==> config.mk <==
export PLATFORM = sky130hd
export DESIGN_NAME = logic_unit_arbiter_flat
export DESIGN_NICKNAME = d
export VERILOG_FILES = /design/src/rtl/logic_unit_arbiter_pkg.sv /design/src/rtl/logic_unit_arbiter_if.sv /design/src/rtl/logic_unit_arbiter_lu_tag_pipe.sv /design/src/rtl/logic_unit_arbiter.sv /design/src/flat_wrapper.sv
export SDC_FILE = /design/constraint.sdc
export NUM_CORES = 1
export LEC_CHECK = 0
export ABC_AREA = 0
export BUFFER_PORTS_ARGS = -buffer_cell sky130_fd_sc_hd__buf_4
export CAP_MARGIN = 40
export CORE_AREA = 2 2 108 110
export DETAILED_ROUTE_END_ITERATION = 12
export DIE_AREA = 0 0 110 112
export HOLD_SLACK_MARGIN = 0.05
export PLACE_DENSITY = 0.47
export SLEW_MARGIN = 10
export SYNTH_ARGS = -nofsm -noshare
export SYNTH_HDL_FRONTEND = slang
export SYNTH_SLANG_ARGS = --single-unit
==> constraint.sdc <==
create_clock -name clk -period 2.61 [get_ports clk]
set_input_delay 0.261 -clock clk [delete_from_list [all_inputs] [get_ports clk]]
set_output_delay 0.261 -clock clk [all_outputs]
set_load 0.05 [all_outputs]
==> src/rtl/logic_unit_arbiter_pkg.sv <==
// Shared types for the logic-unit arbiter: LU opcodes, FSM states, tags.
package logic_unit_arbiter_pkg;

    localparam int W_DEF      = 32;
    localparam int LU_LAT_DEF = 3;
    localparam int CW_DEF     = 2;

    typedef enum logic [2:0] {
        LU_AND  = 3'd0,
        LU_OR   = 3'd1,
        LU_XOR  = 3'd2,
        LU_NAND = 3'd3,
        LU_NOR  = 3'd4,
        LU_XNOR = 3'd5,
        LU_ANDN = 3'd6,
        LU_PASS = 3'd7
    } lu_op_e;

    typedef enum logic [1:0] {
        RUN    = 2'd0,
        DRAIN  = 2'd1,
        HALTED = 2'd2
    } state_e;

    typedef struct packed {
        logic v;
        logic id;
    } tag_t;

endpackage

==> src/rtl/logic_unit_arbiter_if.sv <==
// Requester, response and LU-side bus of the logic-unit arbiter.
interface logic_unit_arbiter_if #(
    parameter int W = 32
);
    logic         req0_valid;
    logic         req0_ready;
    logic [W-1:0] req0_a;
    logic [W-1:0] req0_b;
    logic [2:0]   req0_op;
    logic         req1_valid;
    logic         req1_ready;
    logic [W-1:0] req1_a;
    logic [W-1:0] req1_b;
    logic [2:0]   req1_op;
    logic         resp0_valid;
    logic         resp1_valid;
    logic [W-1:0] resp_data;
    logic [W-1:0] lu_a;
    logic [W-1:0] lu_b;
    logic [2:0]   lu_op;
    logic [W-1:0] lu_out;

    modport slave (
        input  req0_valid, req0_a, req0_b, req0_op,
        input  req1_valid, req1_a, req1_b, req1_op,
        input  lu_out,
        output req0_ready, req1_ready,
        output resp0_valid, resp1_valid, resp_data,
        output lu_a, lu_b, lu_op
    );

    modport master (
        output req0_valid, req0_a, req0_b, req0_op,
        output req1_valid, req1_a, req1_b, req1_op,
        output lu_out,
        input  req0_ready, req1_ready,
        input  resp0_valid, resp1_valid, resp_data,
        input  lu_a, lu_b, lu_op
    );
endinterface

==> src/rtl/logic_unit_arbiter_lu_tag_pipe.sv <==
// Shift register of {v,id} tags that tracks ops through the fixed-depth LU.
module logic_unit_arbiter_lu_tag_pipe
    import logic_unit_arbiter_pkg::*;
#(
    parameter int DEPTH = 3
) (
    input  logic clk,
    input  logic rst_n,
    input  logic clr,
    input  tag_t tag_in,
    output tag_t tag_out,
    output logic any_v
);

    tag_t stg [DEPTH];

    always_ff @(posedge clk) begin
        if (!rst_n || clr) begin
            for (int i = 0; i < DEPTH; i++) begin
                stg[i] <= '0;
            end
        end else begin
            stg[0] <= tag_in;
            for (int i = 1; i < DEPTH; i++) begin
                stg[i] <= stg[i-1];
            end
        end
    end

    always_comb begin
        any_v = 1'b0;
        for (int i = 0; i < DEPTH; i++) begin
            any_v = any_v | stg[i].v;
        end
    end

    assign tag_out = stg[DEPTH-1];

endmodule

==> src/rtl/logic_unit_arbiter.sv <==
// Round-robin sharing of the pipelined logic unit between two requesters,
// with per-op tagging, result routing, flush and drain control.
module logic_unit_arbiter
    import logic_unit_arbiter_pkg::*;
#(
    parameter int W      = W_DEF,
    parameter int LU_LAT = LU_LAT_DEF,
    parameter int CW     = CW_DEF
) (
    input  logic                clk,
    input  logic                rst_n,
    logic_unit_arbiter_if.slave bus,
    input  logic                flush,
    input  logic                drain_req,
    output logic                drain_ack,
    output logic [CW-1:0]       inflight0,
    output logic [CW-1:0]       inflight1,
    output logic                busy
);

    state_e        state;
    state_e        state_nxt;
    logic          last_grant;
    logic          gnt_v;
    logic          gnt_id;
    logic          iss0;
    logic          iss1;
    logic          ret0;
    logic          ret1;
    logic          rv;
    logic          tag_any;
    tag_t          tag_in;
    tag_t          tag_out;
    logic [CW-1:0] cnt0;
    logic [CW-1:0] cnt1;
    logic [W-1:0]  sel_a;
    logic [W-1:0]  sel_b;
    logic [2:0]    sel_op;

    // Grant is gated by reset so every output is quiet while rst_n is low.
    always_comb begin
        gnt_v  = 1'b0;
        gnt_id = 1'b0;
        if (rst_n && state == RUN && !flush) begin
            unique case (1'b1)
                bus.req0_valid && bus.req1_valid: begin
                    gnt_v  = 1'b1;
                    gnt_id = ~last_grant;
                end
                bus.req0_valid && !bus.req1_valid: begin
                    gnt_v  = 1'b1;
                    gnt_id = 1'b0;
                end
                !bus.req0_valid && bus.req1_valid: begin
                    gnt_v  = 1'b1;
                    gnt_id = 1'b1;
                end
                default: begin
                    gnt_v  = 1'b0;
                    gnt_id = 1'b0;
                end
            endcase
        end
    end

    always_comb begin
        sel_a  = '0;
        sel_b  = '0;
        sel_op = '0;
        if (gnt_v) begin
            sel_a  = gnt_id ? bus.req1_a  : bus.req0_a;
            sel_b  = gnt_id ? bus.req1_b  : bus.req0_b;
            sel_op = gnt_id ? bus.req1_op : bus.req0_op;
        end
    end

    assign bus.req0_ready = gnt_v & ~gnt_id;
    assign bus.req1_ready = gnt_v & gnt_id;
    assign bus.lu_a       = sel_a;
    assign bus.lu_b       = sel_b;
    assign bus.lu_op      = sel_op;

    assign tag_in = '{v: gnt_v, id: gnt_id};

    logic_unit_arbiter_lu_tag_pipe #(
        .DEPTH (LU_LAT)
    ) u_tag_pipe (
        .clk     (clk),
        .rst_n   (rst_n),
        .clr     (flush),
        .tag_in  (tag_in),
        .tag_out (tag_out),
        .any_v   (tag_any)
    );

    assign rv              = rst_n & tag_out.v & ~flush;
    assign bus.resp0_valid = rv & ~tag_out.id;
    assign bus.resp1_valid = rv & tag_out.id;
    assign bus.resp_data   = bus.lu_out;

    assign iss0 = gnt_v & ~gnt_id;
    assign iss1 = gnt_v & gnt_id;
    assign ret0 = tag_out.v & ~tag_out.id;
    assign ret1 = tag_out.v & tag_out.id;

    always_ff @(posedge clk) begin
        if (!rst_n || flush) begin
            cnt0 <= '0;
            cnt1 <= '0;
        end else begin
            cnt0 <= cnt0 + CW'(iss0) - CW'(ret0);
            cnt1 <= cnt1 + CW'(iss1) - CW'(ret1);
        end
    end

    always_ff @(posedge clk) begin
        if (!rst_n) begin
            last_grant <= 1'b1;
        end else if (gnt_v) begin
            last_grant <= gnt_id;
        end
    end

    always_ff @(posedge clk) begin
        if (!rst_n) begin
            state <= RUN;
        end else begin
            state <= state_nxt;
        end
    end

    always_comb begin
        state_nxt = state;
        unique case (state)
            RUN: begin
                if (drain_req) begin
                    state_nxt = DRAIN;
                end
            end
            DRAIN: begin
                if (!drain_req) begin
                    state_nxt = RUN;
                end else if (!tag_any) begin
                    state_nxt = HALTED;
                end
            end
            HALTED: begin
                if (!drain_req) begin
                    state_nxt = RUN;
                end
            end
            default: state_nxt = RUN;
        endcase
    end

    assign busy      = rst_n & tag_any;
    assign drain_ack = rst_n & (state == HALTED);
    assign inflight0 = rst_n ? cnt0 : '0;
    assign inflight1 = rst_n ? cnt1 : '0;

endmodule

==> src/flat_wrapper.sv <==
// flat-port wrapper written by rule: the top's interface ports become plain ports
module logic_unit_arbiter_flat import logic_unit_arbiter_pkg::*;
#(
    parameter int W      = W_DEF,
    parameter int LU_LAT = LU_LAT_DEF,
    parameter int CW     = CW_DEF
)
  (clk, rst_n, flush, drain_req, drain_ack, inflight0, inflight1, busy, bus_req0_valid, bus_req0_a, bus_req0_b, bus_req0_op, bus_req1_valid, bus_req1_a, bus_req1_b, bus_req1_op, bus_lu_out, bus_req0_ready, bus_req1_ready, bus_resp0_valid, bus_resp1_valid, bus_resp_data, bus_lu_a, bus_lu_b, bus_lu_op);
  logic_unit_arbiter_if #(.W(W)) bus_i ();
  input  logic clk;
  input  logic rst_n;
  input  logic flush;
  input  logic drain_req;
  output logic drain_ack;
  output logic [CW-1:0] inflight0;
  output logic [CW-1:0] inflight1;
  output logic busy;
  input wire logic [$bits(bus_i.req0_valid)-1:0] bus_req0_valid;
  input wire logic [$bits(bus_i.req0_a)-1:0] bus_req0_a;
  input wire logic [$bits(bus_i.req0_b)-1:0] bus_req0_b;
  input wire logic [$bits(bus_i.req0_op)-1:0] bus_req0_op;
  input wire logic [$bits(bus_i.req1_valid)-1:0] bus_req1_valid;
  input wire logic [$bits(bus_i.req1_a)-1:0] bus_req1_a;
  input wire logic [$bits(bus_i.req1_b)-1:0] bus_req1_b;
  input wire logic [$bits(bus_i.req1_op)-1:0] bus_req1_op;
  input wire logic [$bits(bus_i.lu_out)-1:0] bus_lu_out;
  output wire logic [$bits(bus_i.req0_ready)-1:0] bus_req0_ready;
  output wire logic [$bits(bus_i.req1_ready)-1:0] bus_req1_ready;
  output wire logic [$bits(bus_i.resp0_valid)-1:0] bus_resp0_valid;
  output wire logic [$bits(bus_i.resp1_valid)-1:0] bus_resp1_valid;
  output wire logic [$bits(bus_i.resp_data)-1:0] bus_resp_data;
  output wire logic [$bits(bus_i.lu_a)-1:0] bus_lu_a;
  output wire logic [$bits(bus_i.lu_b)-1:0] bus_lu_b;
  output wire logic [$bits(bus_i.lu_op)-1:0] bus_lu_op;
  assign bus_i.req0_valid = bus_req0_valid;
  assign bus_i.req0_a = bus_req0_a;
  assign bus_i.req0_b = bus_req0_b;
  assign bus_i.req0_op = bus_req0_op;
  assign bus_i.req1_valid = bus_req1_valid;
  assign bus_i.req1_a = bus_req1_a;
  assign bus_i.req1_b = bus_req1_b;
  assign bus_i.req1_op = bus_req1_op;
  assign bus_i.lu_out = bus_lu_out;
  assign bus_req0_ready = bus_i.req0_ready;
  assign bus_req1_ready = bus_i.req1_ready;
  assign bus_resp0_valid = bus_i.resp0_valid;
  assign bus_resp1_valid = bus_i.resp1_valid;
  assign bus_resp_data = bus_i.resp_data;
  assign bus_lu_a = bus_i.lu_a;
  assign bus_lu_b = bus_i.lu_b;
  assign bus_lu_op = bus_i.lu_op;
  logic_unit_arbiter #(.W(W), .LU_LAT(LU_LAT), .CW(CW)) u_core (.clk(clk), .rst_n(rst_n), .bus(bus_i), .flush(flush), .drain_req(drain_req), .drain_ack(drain_ack), .inflight0(inflight0), .inflight1(inflight1), .busy(busy));
endmodule
# Word level (Yosys, flattened, before mapping)
# Memories as Yosys holds them, arrays and structs flattened.
# Index checks and enable logic that the tools add are counted.
[classes] mux=23 eq_ne=5 n_bitwise=19 reduce_logical=13 n_addsub=4
[ops] operator="32-bit two-way mux" count=4
[ops] operator="2-bit two-way mux" count=9
[ops] operator="1-bit AND" count=10
[ops] operator="1-bit two-way mux" count=6
[ops] operator="3-bit two-way mux" count=2
[ops] operator="2-bit case mux with 3 select lines" count=1
[ops] operator="1-bit logical AND" count=5
[ops] operator="1-bit bitwise OR" count=5
[ops] operator="2-bit by 1-bit adder with 2-bit output" count=2
[ops] operator="1-bit logical NOT" count=4
[ops] operator="2-bit != test (second input constant)" count=2
[ops] operator="1-bit NOT" count=4
[ops] operator="2-bit by 1-bit subtractor with 2-bit output" count=2
[ops] operator="3-bit != test (second input constant)" count=1
[ops] operator="3-bit AND reduction" count=1
[ops] operator="3-bit OR reduction" count=1
[ops] operator="2-bit by 1-bit == test with 1-bit output (second input constant)" count=1
[ops] operator="2-bit == test (second input constant)" count=1
[ops] operator="2-bit logical NOT" count=1
[ops] operator="1-bit case mux with 2 select lines" count=1
[ops] operator="1-bit logical OR" count=1
[word_totals] ff_bits=7 inputBits=172 output_inout_bits=109 word_cells=69 ram_bits=6 mem_count=1
[memory_table] memory="u_core.u_tag_pipe.stg" words=3 word_bits=2 rd=3 rd_clocked_by_memory_dff=0 wr=3 line_no="logic_unit_arbiter_lu_tag_pipe.sv:15" text="tag_t stg [DEPTH];"

# Longest topological paths before layout
[depth] depth_word=8 ltp_mapped=11 ltp_nobuf=9

# Cells and area by module
# A second synthesis with hierarchy kept.
[hier_totals] cells_unflattened=194 hier_area_um2=1716.6
[by_module_without_submodules] module="logic_unit_arbiter" area_each_um2=1521.5 cells_per_inst=179 n_inst=1 seq_area_each_um2=140.1
[by_module_without_submodules] module="logic_unit_arbiter_lu_tag_pipe" area_each_um2=195.2 cells_per_inst=15 n_inst=1 seq_area_each_um2=120.1

# Worst setup path after synthesis
# Ideal clock, no wire load.
[synth_path] path_kind="reg2reg" startpoint="register u_core.last_grant" endpoint="register u_core.cnt1[1]" n_path_buf=2 setup_ns=0.117 path_stages_with_launch=12 arrival_ns=2.080 path_slack_ns=0.413 synth_period_minus_slack_ns=2.197 t_required_ns=2.493 cell_sequence="dfxtp_1 a21bo_1 buf_2 nor4_4 buf_2 inv_2 ha_1 inv_1 ha_1 xor2_1 xnor2_1 nor2_1"
[synth_via] elab_chain_cells=6
[synth_lines] element="start: declaration" line_no="logic_unit_arbiter.sv:23" text="logic last_grant;"
[synth_lines] element="start signal: assignment" line_no="logic_unit_arbiter.sv:120" text="last_grant <= gnt_id;"
[synth_lines] element="1-bit NOT" line_no="logic_unit_arbiter.sv:48" text="gnt_id = ~last_grant;"
[synth_lines] element="1-bit case mux with 2 select lines" line_no="logic_unit_arbiter.sv:45" text="unique case (1'b1)"
[synth_lines] element="1-bit two-way mux" line_no="logic_unit_arbiter.sv:44" text="if (rst_n && state == RUN && !flush) begin"
[synth_lines] element="1-bit AND"
[synth_lines] element="via bus_req1_ready" line_no="flat_wrapper.sv:28" text="output wire logic [$bits(bus_i.req1_ready)-1:0] bus_req1_ready;"
[synth_lines] element="2-bit by 1-bit adder with 2-bit output" line_no="logic_unit_arbiter.sv:112" text="cnt1 <= cnt1 + CW'(iss1) - CW'(ret1);"
[synth_lines] element="2-bit by 1-bit subtractor with 2-bit output" line_no="logic_unit_arbiter.sv:112"
[synth_lines] element="end signal: assignment" line_no="logic_unit_arbiter.sv:112"
[synth_lines] element="end: declaration" line_no="logic_unit_arbiter.sv:35" text="logic [CW-1:0] cnt1;"
# The timed path passes the listed nets, and every way through them passes these cells.
# A chain may end at the register's enable or synchronous reset.

# Worst setup path in the final report
[layout_path] startpoint="register u_core.state[0]" endpoint="output bus_lu_a[27]"
[layout_via] elab_chain_cells=6 elab_cells_between_ends=7 classes_between="4 x mux; 3 x reduce/logical"
[layout_lines] element="start: declaration" line_no="logic_unit_arbiter.sv:21" text="state_e state;"
[layout_lines] element="start signal: assignment" line_no="logic_unit_arbiter.sv:128" text="state <= state_nxt;"
[layout_lines] element="2-bit logical NOT (*)" line_no="logic_unit_arbiter.sv:44"
[layout_lines] element="1-bit logical AND (*) (2 in a row)" line_no="logic_unit_arbiter.sv:44"
[layout_lines] element="1-bit two-way mux" line_no="logic_unit_arbiter.sv:44"
[layout_lines] element="32-bit two-way mux" line_no="logic_unit_arbiter.sv:71" text="sel_a = gnt_id ? bus.req1_a : bus.req0_a;"
[layout_lines] element="32-bit two-way mux (*)" line_no="logic_unit_arbiter.sv:70" text="if (gnt_v) begin"
[layout_lines] element="end: declaration" line_no="flat_wrapper.sv:32" text="output wire logic [$bits(bus_i.lu_a)-1:0] bus_lu_a;"
# Mark *: on every way between the ends. The rest lies on a longest branch, timed or not.

==> impl_metrics.toml <==
[cts]
cts_resized = 0
cts_max_level = 1
cts_hold_buf = 0
cts.clk_slew.worst_paths_ps = 50
numCtsBuffers = 3
clk_latency_ps = 240
clock_path_buffers = 2
cts_tree = "yes"
clock-sinks = 13
cts_setup_buffers = 0
root_buffer = "clkbuf_16"

[layout]
syn2layout_area_growth_pct = 82.6
ff_latch_area_sq_um = 260
multi_input_area_sq_um = 1090
final_common_cell = "buf_4"
diodes = 0
drive_above_1_share_pct = 85.9
postLayoutCoreUtil_pct = 29.6
fill_cells = 1202
final_cell_mix = "buf_4, a32o_2, dfxtp_1"
nets = 531

[route]
drc = 0
wl_microns = 7950
drt_iter0_markers = 103
vias = 2219
wl_per_cell_microns = 16.0
drt_pass1_iterations = 4
avgViaCountPerCell = 4.46
antenna_left = 0

[logic_synthesis]
synth-seq-cells = 13
synthAdderAreaFrac_pct = 2.76
synthMuxAreaShare_pct = 0
synth_compound_gate_area_share_pct = 43.9
synth_fp_nets = 359
avgSynthCellArea_sq_um = 9.89
synthTopCellsByArea = "a32o_2, dfxtp_1, buf_4, buf_8, and2_1"
ys_types = 31
async_reset_ff_share_pct = 0
netlist.top_cell.by_area = "a32o_2"
synth_top_area_share_pct = 41.7
seq_area_frac_synth_pct = 14.4
yosys_warnings = 0
ys.flop_type = "dfxtp_1"
synth_xor_area_share_pct = 1.94
synth_edf_count = 0
synth_top_family_by_area = "compound AO/OA/AOI/OAI gates"
synth_cells = 183
synthSimpleGateAreaFrac_pct = 11.7
synthesis.area_sq_um = 1810

[outcome]
status = "finished clean"

[die]
start_util_pct = 16.2
ios = 281
rows = 39
die_height_microns = 112
fp.dieArea_sq_um = 12300
core_area_sq_um = 11200
fp.dieW_microns = 110

[sta]
layout_min_cycle_time_ps = 2290
tightest_slew_ps = 478
fmax_mhz = 438
whs_ps = 276
tns_ps = 0
slew_viol_final = 0
max-slew-margin-rel_pct = 68.1
setup_slack_ps = 325
rsz0062_at_grt = "false"
hold_viol = 0
setup_viol = 0
fin_skew_ps = 1.93
fin_crit_sh_pct = 87.6

[placed_design]
hpwl_microns = 6260
place_worst_setup_slack_ps = 557
portBuffers = 216
routabilityCongestion = 0.836

[worst_setup_path]
endpoint_kind = "primary output"
arrival_ps = 2020
worst_setup_path_start_kind = "flop"
cp_num_buf_inv = 2
cp.required_ps = 2350
crit_family = "buffers and inverters"
cpPeakStageDelay_ps = 390
crit_chain = "nor4b_4 -> o21a_2 -> buf_4 -> a32o_2 -> buf_4"
crit_type = "flop to primary output"
critPathSlowestCell = "dfxtp_1"
crit_path_frequent_cell = "buf_4"
crit_fanout = 38

[global_routing]
grt_max_degree = 57
grt.overflow.total = 0
grt_pass1_vias = 2160
grt_pass1_wl_microns = 11300
antenna_found_initial = 0
grt_usage_pct = 11.6

[power_and_ir_drop]
power_density_nw_per_um2 = 324
leakage_nw = 1.97
total_power_mw = 1.07
vdd_drop_max_mv = 0.222

[worst_hold_path]
hp-class = "input pin to flop"

[flow_run]
drv_cap = 0
[power by group]
part | total, mW | internal (mW) | leakage [nW] | switching [mW]
clock network | 0.291 | 0.204 | 0.0409 | 0.0868
logic | 0.571 | 0.258 | 1.83 | 0.312
registers | 0.210 | 0.204 | 0.106 | 0.00555
total | 1.07 | 0.666 | 1.97 | 0.405
[per-layer routing]
layer	vias to the layer above	GRT usage (%)	routed length, microns	part of all wire, %
met5	-	0	0	0
met4	0	1.77	58	0.73
met3	10	2.99	799	10
met2	118	21.2	4080	51
met1	1034	13.6	3010	38
li1	1057	-	-	-
[worst register-to-register path: cells and delay by family (launching register included)]
family | cells | cell delay [ps]
and+or+nand+nor | 3 | 460
adders and majority gates | 2 | 430
DFF | 1 | 390
xor gates and xnor gates | 2 | 310
AOI/OAI and AO/OA | 1 | 210
buffers and inverters | 1 | 50
[Yosys cell counts, types with 2 or more instances]
master and instances:
a21oi_1 2, a32o_2 67, and2_1 8, and2_2 4
buf_2 6, buf_4 32, buf_6 2, buf_8 7
clkbuf_1 7, dfxtp_1 13, ha_1 4, inv_1 3
nand2_1 2, nor2_1 5, nor2b_1 3, xnor2_1 2
xor2_1 2
[logic make-up after synthesis]
group | count (synthesis)
and+or+nand+nor | 30
xor gates and xnor gates | 4
DFF | 13
AOI/OAI and AO/OA | 73
adders and majority gates | 4
buffers and inverters | 59
[state kept, by name, summed over array words and instances (netlist names)]
signal                 count
u_core.last_grant          1
u_core.u_tag_pipe.stg      6
u_core.cnt1                2
u_core.cnt0                2
u_core.state               2
[final timing paths]
| kind | from | endpoint | slack (ps) | cells after the start |
|---|---|---|---|---|
| max | u_core.state[0]$_SDFFE_PN0P_ | bus_lu_a[27] | 320 | 5 |
| min | rst_n | u_core.last_grant$_SDFFE_PN1P_ | 280 | 2 |
| max reg2reg | u_core.state[0]$_SDFFE_PN0P_ | u_core.cnt0[1]$_SDFF_PP0_ | 650 | 9 |
| min reg2reg | u_core.u_tag_pipe.stg[0][0]$_SDFF_PP0_ | u_core.u_tag_pipe.stg[0][2]$_SDFF_PP0_ | 430 | 1 |
[per-stage QoR]
stage	instance area [sq um]	std cells
final	3310	497
after global routing	3310	497
after CTS	3310	497
after detailed placement	3230	493
after global placement	3230	493
after floorplan	1810	183
[final cells by class]
type                            instances  area share (%)
Clock inverter                          1           0.151
Multi-Input combinational cell        111            33.0
Timing Repair Buffer                  222            50.8
Clock buffer                            3            2.27
Sequential cell                        13            7.87
Tap cell                              143            5.41
Inverter                                4           0.454
(Power assumes the default switching activity.)
